==> src/rtl/mult_pkg.sv <==
`default_nettype none
// +------------------------------------------------------------------+
// | mult_pkg: widths, slot record and multiply helper shared by the   |
// | multiplication issue queue, issue unit and CDB arbiter.           |
// | Revision: 1.0                                                     |
// +------------------------------------------------------------------+
package mult_pkg;

  localparam int DATA_W = 16;
  localparam int TAG_W  = 5;

  typedef struct packed {
    logic              valid;
    logic [TAG_W-1:0]  tag;
    logic [DATA_W-1:0] data;
  } mult_slot_t;

  // Signed product; only the low DATA_W bits are ever broadcast.
  function automatic logic [DATA_W-1:0] mult_lo(input logic [DATA_W-1:0] a,
                                                input logic [DATA_W-1:0] b);
    logic signed [2*DATA_W-1:0] p;
    p = $signed(a) * $signed(b);
    return p[DATA_W-1:0];
  endfunction

endpackage
`default_nettype wire

==> src/rtl/mult_pipe.sv <==
`default_nettype none
// +------------------------------------------------------------------+
// | mult_pipe: operand slot, multiply and product shift register      |
// | feeding the issue unit's result register.                         |
// | Revision: 1.0                                                     |
// +------------------------------------------------------------------+
module mult_pipe
  import mult_pkg::*;
#(
  parameter int N_STAGES = 4
) (
  input  logic              Clk,
  input  logic              Rst_n,
  input  logic              advance,
  input  logic              flush,
  input  logic              issue,
  input  logic [DATA_W-1:0] rs_data,
  input  logic [DATA_W-1:0] rt_data,
  input  logic [TAG_W-1:0]  rd_tag,
  output mult_slot_t        last_slot,
  output logic              busy
);

  mult_slot_t        r_op;
  logic [DATA_W-1:0] r_rt;
  mult_slot_t        w_prod;

  always_ff @(posedge Clk or negedge Rst_n) begin
    if (!Rst_n) begin
      r_op <= '0;
      r_rt <= '0;
    end else if (flush) begin
      r_op.valid <= 1'b0;
    end else if (advance) begin
      r_op <= '{valid: issue, tag: rd_tag, data: rs_data};
      r_rt <= rt_data;
    end
  end

  always_comb begin
    w_prod      = r_op;
    w_prod.data = mult_lo(r_op.data, r_rt);
  end

  // The result register in the top level is the final stage, so this block
  // holds N_STAGES-1 registers: the operand slot plus N_STAGES-2 product slots.
  generate
    if (N_STAGES > 2) begin : g_deep
      localparam int c_DEPTH = N_STAGES - 2;
      mult_slot_t         r_prod [c_DEPTH];
      logic [c_DEPTH-1:0] w_valids;

      always_ff @(posedge Clk or negedge Rst_n) begin
        if (!Rst_n) begin
          for (int i = 0; i < c_DEPTH; i++) r_prod[i] <= '0;
        end else if (flush) begin
          for (int i = 0; i < c_DEPTH; i++) r_prod[i].valid <= 1'b0;
        end else if (advance) begin
          r_prod[0] <= w_prod;
          for (int i = 1; i < c_DEPTH; i++) r_prod[i] <= r_prod[i-1];
        end
      end

      always_comb begin
        for (int i = 0; i < c_DEPTH; i++) w_valids[i] = r_prod[i].valid;
      end

      assign last_slot = r_prod[c_DEPTH-1];
      assign busy      = r_op.valid | (|w_valids);
    end else begin : g_shallow
      assign last_slot = w_prod;
      assign busy      = r_op.valid;
    end
  endgenerate

endmodule
`default_nettype wire

==> src/rtl/issue_unit_mult.sv <==
`default_nettype none
// +------------------------------------------------------------------+
// | issue_unit_mult: takes ready multiply ops from the issue queue,   |
// | runs the fixed-latency multiply and requests the CDB for results. |
// | Revision: 1.0                                                     |
// +------------------------------------------------------------------+
module issue_unit_mult
  import mult_pkg::*;
#(
  parameter int N_STAGES = 4
) (
  input  logic              Clk,
  input  logic              Rst_n,
  input  logic              IssueQue_Ready,
  input  logic [DATA_W-1:0] IssueQue_Rs_Data,
  input  logic [DATA_W-1:0] IssueQue_Rt_Data,
  input  logic [TAG_W-1:0]  IssueQue_Rd_Tag,
  output logic              Issueblk_Issue,
  input  logic              RB_Flush_Valid,
  output logic              Mult_CDB_Req,
  input  logic              CDB_Grant,
  output logic              CDB_Valid,
  output logic [TAG_W-1:0]  CDB_Tag,
  output logic [DATA_W-1:0] CDB_Data,
  output logic              Mult_Busy
);

  mult_slot_t r_out;
  mult_slot_t w_last;
  logic       w_hold;
  logic       w_advance;
  logic       w_pipe_busy;

  assign w_hold    = r_out.valid & ~CDB_Grant;
  assign w_advance = ~w_hold;

  // Rst_n gates the issue so nothing is acknowledged while the block is held in reset.
  assign Issueblk_Issue = Rst_n & IssueQue_Ready & w_advance & ~RB_Flush_Valid;

  mult_pipe #(
    .N_STAGES (N_STAGES)
  ) u_pipe (
    .Clk       (Clk),
    .Rst_n     (Rst_n),
    .advance   (w_advance),
    .flush     (RB_Flush_Valid),
    .issue     (Issueblk_Issue),
    .rs_data   (IssueQue_Rs_Data),
    .rt_data   (IssueQue_Rt_Data),
    .rd_tag    (IssueQue_Rd_Tag),
    .last_slot (w_last),
    .busy      (w_pipe_busy)
  );

  always_ff @(posedge Clk or negedge Rst_n) begin
    if (!Rst_n) begin
      r_out <= '0;
    end else if (RB_Flush_Valid) begin
      r_out.valid <= 1'b0;
    end else if (w_advance) begin
      r_out <= w_last;
    end
  end

  assign Mult_CDB_Req = r_out.valid;
  assign CDB_Valid    = r_out.valid & CDB_Grant & ~RB_Flush_Valid;
  assign CDB_Tag      = CDB_Valid ? r_out.tag  : '0;
  assign CDB_Data     = CDB_Valid ? r_out.data : '0;
  assign Mult_Busy    = r_out.valid | w_pipe_busy;

endmodule
`default_nettype wire

==> config.mk <==
export PLATFORM = sky130hd
export DESIGN_NAME = issue_unit_mult
export DESIGN_NICKNAME = d
export VERILOG_FILES = /design/src/rtl/mult_pkg.sv /design/src/rtl/mult_pipe.sv /design/src/rtl/issue_unit_mult.sv
export SDC_FILE = /design/constraint.sdc
export NUM_CORES = 1
export LEC_CHECK = 0
export BUFFER_PORTS_ARGS = -buffer_cell sky130_fd_sc_hd__buf_2
export CORE_ASPECT_RATIO = 1.5
export CORE_MARGIN = 10
export CORE_UTILIZATION = 39
export CTS_CLUSTER_DIAMETER = 60
export DETAILED_ROUTE_END_ITERATION = 8
export REMOVE_ABC_BUFFERS = 1
export SYNTH_ARGS = -nofsm -noshare
export SYNTH_HDL_FRONTEND = slang
export SYNTH_SLANG_ARGS = --single-unit
==> constraint.sdc <==
create_clock -name Clk -period 13.2 [get_ports Clk]
set_input_delay 0.66 -clock Clk [delete_from_list [all_inputs] [get_ports Clk]]
set_output_delay 0.66 -clock Clk [all_outputs]
set_load 0.05 [all_outputs]
**Word level (Yosys, flattened, before mapping)**

Cells that the tools add are included.

- Input port bits: 42
- Register bits after elaboration: 104
- Output and inout bits: 25

- Bitwise gates (word level): 11
- Equality and inequality tests: 1
- Muxes and demuxes: 9
- Reduce and logical (&&, ||, !) cells: 2
- $mul: 1

Operators with widths:

| kind | count |
|---|---|
| $mux 22 | 2 |
| $mux 44 | 1 |
| $mul 16x16->16 | 1 |
| $mux 16 | 1 |
| $and 1x1->1 | 6 |
| $mux 5 | 1 |
| $mux 1 | 4 |
| $not 1->1 | 3 |
| $ne 2x2->1 const B | 1 |
| $or 1x1->1 | 2 |
| $reduce_and 2->1 | 1 |
| $reduce_or 2->1 | 1 |

**Longest topological paths before layout**

Gate-level depths: netlist of the first run.

- Depth in word-level cells: 7
- Depth in mapped cells: 22

**Hierarchy**

Synthesis of the first run repeated with hierarchy kept, for this count alone.

- Cell total of the unflattened synthesis: 932
- Area, all modules: 8433.1 µm²

By module, submodules not included:

| module | area an instance (µm²) | times used | cells each |
|---|---|---|---|
| mult_pipe | 7355.8 | 1 | 855 |
| issue_unit_mult | 1077.3 | 1 | 77 |

**Worst setup path before layout of the first run**

No wires, ideal clock.

- Path type: register to register
- From: register u_pipe.r_rt[1]
- To: register u_pipe.g_deep.r_prod[36] (netlist bit)
- Period minus slack after synthesis: 5259 ps
- Path slack: 7941 ps
- Library setup time: 133 ps
- Cell stages (with the launch flop): 21
- Arrival time: 5125 ps
- Cell sequence: dfrtp_1 -> clkbuf_1 -> nand2_1 -> fa_1 -> fa_1 -> inv_1 -> fa_1 -> inv_1 -> fa_1 -> inv_1 -> fa_1 -> inv_1 -> fa_1 -> inv_1 -> ha_1 -> a21o_1 -> a21oi_1 -> o31ai_1 -> a21oi_1 -> xor2_1 -> o21ai_0

- Word-level cells in the longest chain between the ends: 1

Ends and longest elaborated chain:

| element | RTL line | text |
|---|---|---|
| from (decl) | mult_pipe.sv:25 | `logic [DATA_W-1:0] r_rt;` |
| from (signal assigned) | mult_pipe.sv:36 | `r_rt <= rt_data;` |
| $mul 16x16->16 | mult_pkg.sv:22 | `p = $signed(a) * $signed(b);` |
| to (decl) | mult_pipe.sv:50 | `mult_slot_t r_prod [c_DEPTH];` |

No other way between the ends.
A chain may end at the register's enable or synchronous reset.

**Worst setup path after layout of the first run**

Same ends and word-level chain as after synthesis.

==> results of run 1 <==
-- synthesized netlist by cell type, types with 2 or more instances --
library cell,count,share of area (%)
a211oi_1,3,0.28
a21o_1,5,0.46
a21oi_1,9,0.55
and2_1,80,6.2
buf_2,3,0.18
clkbuf_1,37,1.7
dfrtp_1,104,32
fa_1,79,19
ha_1,61,9.4
inv_1,123,5.7
nand2_1,358,17
nand2b_1,3,0.23
nand3_1,2,0.12
nor2_1,6,0.28
o21ai_0,15,0.92
o31ai_1,2,0.18
or3_1,2,0.15
xnor2_1,32,3.5
xor2_1,7,0.75
-- worst paths after layout --
kind	startpoint	endpoint	cells past startpoint	slack [ns]
max	u_pipe.r_rt[1]	u_pipe.g_deep.r_prod[36]	19	7.63
min	Rst_n	u_pipe.r_op[8]	1	0.25
max reg2reg	u_pipe.r_rt[1]	u_pipe.g_deep.r_prod[36]	19	7.63
min reg2reg	u_pipe.g_deep.r_prod[36]	u_pipe.last_slot[14]	2	0.46
max in group asynchronous	Rst_n	r_out[13]	2	11.63
min in group Clk	u_pipe.g_deep.r_prod[36]	u_pipe.last_slot[14]	2	0.46
-- cell families (layout without fill, tap and decap cells) --
kind of cell | after synthesis | in the layout | share of synthesized area [%]
adder cells (fa/ha/maj) | 140 | 140 | 28.9
AND/OR/NAND/NOR | 460 | 460 | 24.3
XOR/XNOR | 40 | 40 | 4.48
AO/OA/AOI/OAI | 37 | 37 | 2.63
flip-flops | 104 | 104 | 32.0
buffers and inverters | 164 | 209 | 7.67
-- sequential cells by signal, indices dropped and copies added (netlist names) --
signal and cells:
Mult_CDB_Req 1, u_pipe.g_deep.r_prod 22, r_out 21, u_pipe.r_rt 16, u_pipe.last_slot 22, u_pipe.r_op 22
-- stage by stage --
stage	hold WS (ns)	worst slack (ns)
floorplan	0.364	7.98
global placement	0.447	7.77
detailed placement	0.448	7.62
CTS	0.262	7.61
global route	0.277	7.26
finish	0.246	7.63
-- routing by layer --
layer	vias up	track usage [%]
met5	-	0
met3	29	2.39
met2	96	25.6
met4	0	6.04
met1	2803	16.5
li1	2895	-
-- cell type report --
cell class                      count  area share [%]
Clock buffer                       10            2.67
Clock inverter                      6           0.573
Inverter                          123            5.15
Multi-Input combinational cell    677            54.8
Sequential cell                   104            29.1
Tap cell                          264            3.69
Timing Repair Buffer               70            4.05
-- power groups by stage --
| stage | combinational, mW | clock [mW] | sequential (mW) |
|---|---|---|---|
| 6_report | 0.916 | 0.266 | 0.446 |
| 5_1_grt | 1.07 | 0.288 | 0.457 |
| 4_1_cts | 0.941 | 0.277 | 0.447 |
| 3_5_place_dp | 0.935 | 0 | 0.453 |
| 3_3_place_gp | 0.916 | 0 | 0.450 |
| 2_1_floorplan | 0.745 | 0 | 0.433 |
==> reports/qor.yml, run 1 <==
outcome:
  outcome: "completed"
die:
  start_util_pct: 39.8
  rows: 64
  die_x_um: 138
  design.core.area_mm2: 0.0204
  fp.dieArea_mm2: 0.0271
  io_pins: 67
  die_h_um: 197
synthesis:
  ys_ff_latch: 104
  syn_inst: 945
  yosysWarnings: 0
  synthArstFlopShare_pct: 100
  synth-edff-count: 0
  synth_area_mm2: 0.00812
  synth.distinct_cells: 33
  avgSynthCellArea_um2: 8.59
  ys_seq_area_share_pct: 32.0
  synthFlopType: "dfrtp_1"
global_route:
  grt_util_all_layers_pct: 14.4
  grt_max_degree: 90
  antenna_found_initial: 0
  grt_pass1_vias: 6202
  gr-total-overflow: 0
  grt_first_pass_wirelength_mm: 31.0
setup_path:
  worstPathCellList: "nand2_1 > fa_1 > fa_1 > inv_1 > fa_1 > inv_1 > fa_1 > inv_1 > fa_1 > inv_1 > fa_1 > inv_1 > ha_1 > a21o_1 > a21oi_1 > o31ai_1 > a21oi_1 > xor2_1 > o21ai_0"
  slowest_stage: "dfrtp_1"
  cp-end-kind: "flop"
  worstPathArrival_ns: 5.81
  path_delay_family: "adder cells"
  crit_required_ns: 13.43
  critical_path_class: "flop to flop"
  crit_path_start_kind: "flop"
  critPathMaxStageDelay_ns: 0.69
  path_max_fanout: 16
  critPathMostFrequentCell: "fa_1"
  critPathBufInv: 5
cells_and_area:
  nNetsFinal: 1167
  multi_input_area_mm2: 0.00491
  antenna_cells: 0
  fin_cells: 1254
  fin_util_pct: 43.9
  layout-drive-gt1-share_pct: 9.09
  layout_commonest_cell: "nand2_1"
  syn_to_final_growth_pct: 10.3
  fillers: 2101
  mostFrequentLayoutCells: "nand2_1, inv_1, dfrtp_1"
  finalInstanceArea_mm2: 0.00896
  regArea_mm2: 0.00260
power_and_ir_drop:
  p_int_mw: 0.959
  power.share.clock_pct: 16.3
  report.power.total_mw: 1.63
  combPwrFrac_pct: 56.3
  p_sw_mw: 0.669
  peakVddDrop_v: 0.0000809
  p_leak_nw: 4.83
  p_seq_share_pct: 27.4
  p_per_area_mw_per_mm2: 182
  switching_share_pct: 41.1
detailed_routing:
  viasPerCell: 4.64
  route.met3.wl_um: 669
  highest_layer: "met4"
  wl_met2_mm: 9.46
  vias: 5823
  ant_nets: 0
  drtIter0Drc: 338
  drc: 0
  met1_length_mm: 7.35
  finalWirelength_mm: 18.0
  first_pass_iters: 4
  wl_per_cell_um: 14.4
clocking:
  htreeDepth: 3
  clock_path_buffers: 2
  post_cts_buffers: 0
  clock-root-buffer: "clkbuf_16"
  cts_tree: "done"
  clock-sinks: 104
  insertion_delay_ns: 0.37
  path_clk_slew_ns: 0.08
  ctsHoldBuffers: 0
  cts_resized: 0
  cts_inserted_buffers: 9
sta:
  setup_viol: 0
  finalCriticalPeriod_ns: 5.57
  hold_viol: 0
  clock.fmax_ghz: 0.179
  worst_pin_slew_ns: 0.911
  slew_violations: 0
  skew_ns: 0.0111
  rsz0062_at_grt: "no"
  fin_tns_setup_ns: 0
  slew_headroom_pct: 39.3
  fin_crit_sh_pct: 42.2
place:
  portBuffers: 66
  dp_hpwl_mm: 13.5
  placed_area_mm2: 0.00867
  dp.cells: 1238
  routabilityCongestion: 0.899
min_path:
  hold_class: "primary input to asynchronous set/reset pin"
job:
  timing.max_cap.violations: 0
(Power assumes the default switching activity.)
==> run 2: changes to the inputs <==
==> constraint.sdc (replaced) <==
create_clock -name Clk -period 5.4 [get_ports Clk]
set_input_delay 0.27 -clock Clk [delete_from_list [all_inputs] [get_ports Clk]]
set_output_delay 0.27 -clock Clk [all_outputs]
set_load 0.05 [all_outputs]
==> run 2 against run 1 <==
  * Hold slack got worse by 0.15 ns
  * Non-clock buffer count grew 30
  * Clock-buffer cell count is 1 lower
  * Global-route usage increased by 0.11 points
  * Sequential share of layout area shrank 0.77 points
  * Clock skew rose by 0.0011 ns
==> reports/qor.yml, run 2 (same netlist as run 1, synthesis figures left out) <==
outcome:
  outcome: "completed"
sta:
  finalCriticalPeriod_ns: 5.19
  rsz0062_at_grt: "no"
  slew_headroom_pct: 53.2
  slew_violations: 0
  setup_viol: 0
  fin_crit_sh_pct: 96.0
  hold_viol: 0
  skew_ns: 0.0122
  fin_hold_ws_ns: 0.0912
  worst_pin_slew_ns: 0.702
  clock.fmax_ghz: 0.193
  fin_tns_setup_ns: 0
global_route:
  grt_max_degree: 61
  antenna_found_initial: 0
  gr-total-overflow: 0
  grt_util_all_layers_pct: 14.5
  grt_first_pass_wirelength_mm: 30.8
  grt_pass1_vias: 6139
die:
  rows: 64
  io_pins: 67
  die_h_um: 197
  fp.dieArea_mm2: 0.0271
  die_x_um: 138
  design.core.area_mm2: 0.0204
  start_util_pct: 39.8
place:
  placed_area_mm2: 0.00885
  dp_hpwl_mm: 14.5
  dp.cells: 1262
  portBuffers: 66
  routabilityCongestion: 0.915
detailed_routing:
  wl_per_cell_um: 14.4
  met1_length_mm: 7.28
  first_pass_iters: 4
  viasPerCell: 4.62
  drtIter0Drc: 405
  vias: 5926
  finalWirelength_mm: 18.5
  route.met3.wl_um: 662
  ant_nets: 0
  drc: 0
  wl_met2_mm: 9.87
  highest_layer: "met4"
clocking:
  cts_tree: "done"
  cts_inserted_buffers: 9
  path_clk_slew_ns: 0.07
  clock_path_buffers: 2
  clock-sinks: 104
  htreeDepth: 3
  clock-root-buffer: "clkbuf_16"
  insertion_delay_ns: 0.36
cells_and_area:
  finalInstanceArea_mm2: 0.00923
  mostFrequentLayoutCells: "nand2_1, inv_1, dfrtp_1"
  layout-drive-gt1-share_pct: 12.6
  fin_cells: 1284
  layout_commonest_cell: "nand2_1"
  syn_to_final_growth_pct: 13.6
  nNetsFinal: 1197
  antenna_cells: 0
power_and_ir_drop:
  p_per_area_mw_per_mm2: 438
  p_leak_nw: 4.97
  p_int_mw: 2.36
  p_sw_mw: 1.68
  power.share.clock_pct: 15.9
  p_seq_share_pct: 26.2
  report.power.total_mw: 4.04
  switching_share_pct: 41.5
  combPwrFrac_pct: 57.9
  peakVddDrop_v: 0.000348
setup_path:
  critPathMostFrequentCell: "fa_1"
  path_delay_family: "adder cells"
  crit_required_ns: 5.62
  critPathMaxStageDelay_ns: 0.54
  critical_path_class: "flop to flop"
  worstPathCellList: "and2_1 > fa_1 > inv_1 > fa_1 > inv_1 > ha_1 > fa_1 > fa_1 > inv_1 > fa_1 > inv_1 > ha_1 > or3_4 > a211oi_2 > buf_4 > nor3_1 > or2_0 > xnor2_1 > o21ai_0"
  critPathBufInv: 5
  worstPathArrival_ns: 5.40
  path_max_fanout: 13
  crit_path_start_kind: "flop"
  slowest_stage: "fa_1"
  cp-end-kind: "flop"
job:
  timing.max_cap.violations: 0
min_path:
  hold_class: "primary input to flop"
-- run 2: cell types whose count changed in the layout (fill, tap and decap cells not counted), sizes merged --
cell | before | now
buf | 70 | 99
clkbuf | 10 | 9
dlygate4sd3 | 0 | 1
inv | 125 | 126
-- run 2: layout make-up --
class | count | area [um^2]
clock inverter | 7 | 63.8
timing repair buffer | 100 | 602
clock buffer | 9 | 225
tap | 264 | 330
sequential | 104 | 2610
multi-input combinational | 677 | 4940
fill | 2116 | 11200
inverter | 123 | 462
-- run 2: what timing repair did --
action                     4_1_cts  5_1_grt
resized for setup                2       11
pin swaps                        0        5
hold buffers                     1        0
hold endpoints to repair        53        0
setup endpoints to repair        2        3
gates cloned                     0        0
buffers inserted                 0        5
-- run 2: stage by stage --
step / worst slack, ns / utilization (%)
3_3_place_gp: -0.0200 / 43.3
4_1_cts: 0.0562 / 44.8
3_5_place_dp: -0.0425 / 43.3
5_1_grt: 0.00171 / 45.2
6_report: 0.214 / 45.2
2_1_floorplan: 0.178 / -
-- run 2: worst reg2reg max path: stages, from the launching register on --
cell and delay (ns):
dfrtp_2 0.51, and2_1 0.20, fa_1 0.53, inv_1 0.05, fa_1 0.47, inv_1 0.04, ha_1 0.19, fa_1 0.46
fa_1 0.54, inv_1 0.05, fa_1 0.47, inv_1 0.04, ha_1 0.20, or3_4 0.40, a211oi_2 0.20, buf_4 0.17
nor3_1 0.05, or2_0 0.22, xnor2_1 0.17, o21ai_0 0.09
-- run 2: power groups by stage --
stage               combinational [mW]  sequential [mW]  clock [mW]
floorplan                         1.82             1.06           0
global placement                  2.28             1.07           0
detailed placement                2.32             1.07           0
CTS                               2.35             1.06       0.663
global route                      2.73             1.08       0.697
finish                            2.34             1.06       0.642
-- run 2: path summary, 6_finish.rpt --
path | slack [ns] | to | depth (start not counted) | from
min in group asynchronous | 0.51 | r_out[12] | 2 | Rst_n
worst max register to register | 0.21 | u_pipe.g_deep.r_prod[34] | 19 | u_pipe.r_op[4]
max in group asynchronous | 3.65 | u_pipe.r_rt[2] | 3 | Rst_n
worst max-delay path | 0.21 | u_pipe.g_deep.r_prod[34] | 19 | u_pipe.r_op[4]
worst min register to register | 0.46 | r_out[12] | 2 | u_pipe.last_slot[12]
worst min-delay path | 0.09 | u_pipe.r_rt[10] | 3 | IssueQue_Rt_Data[10]
-- run 2: per-layer routing --
metal / GRT usage, % / vias up
met5: 0 / -
met4: 7.13 / 0
met3: 2.47 / 39
met2: 26.0 / 104
met1: 16.0 / 2834
li1: - / 2949
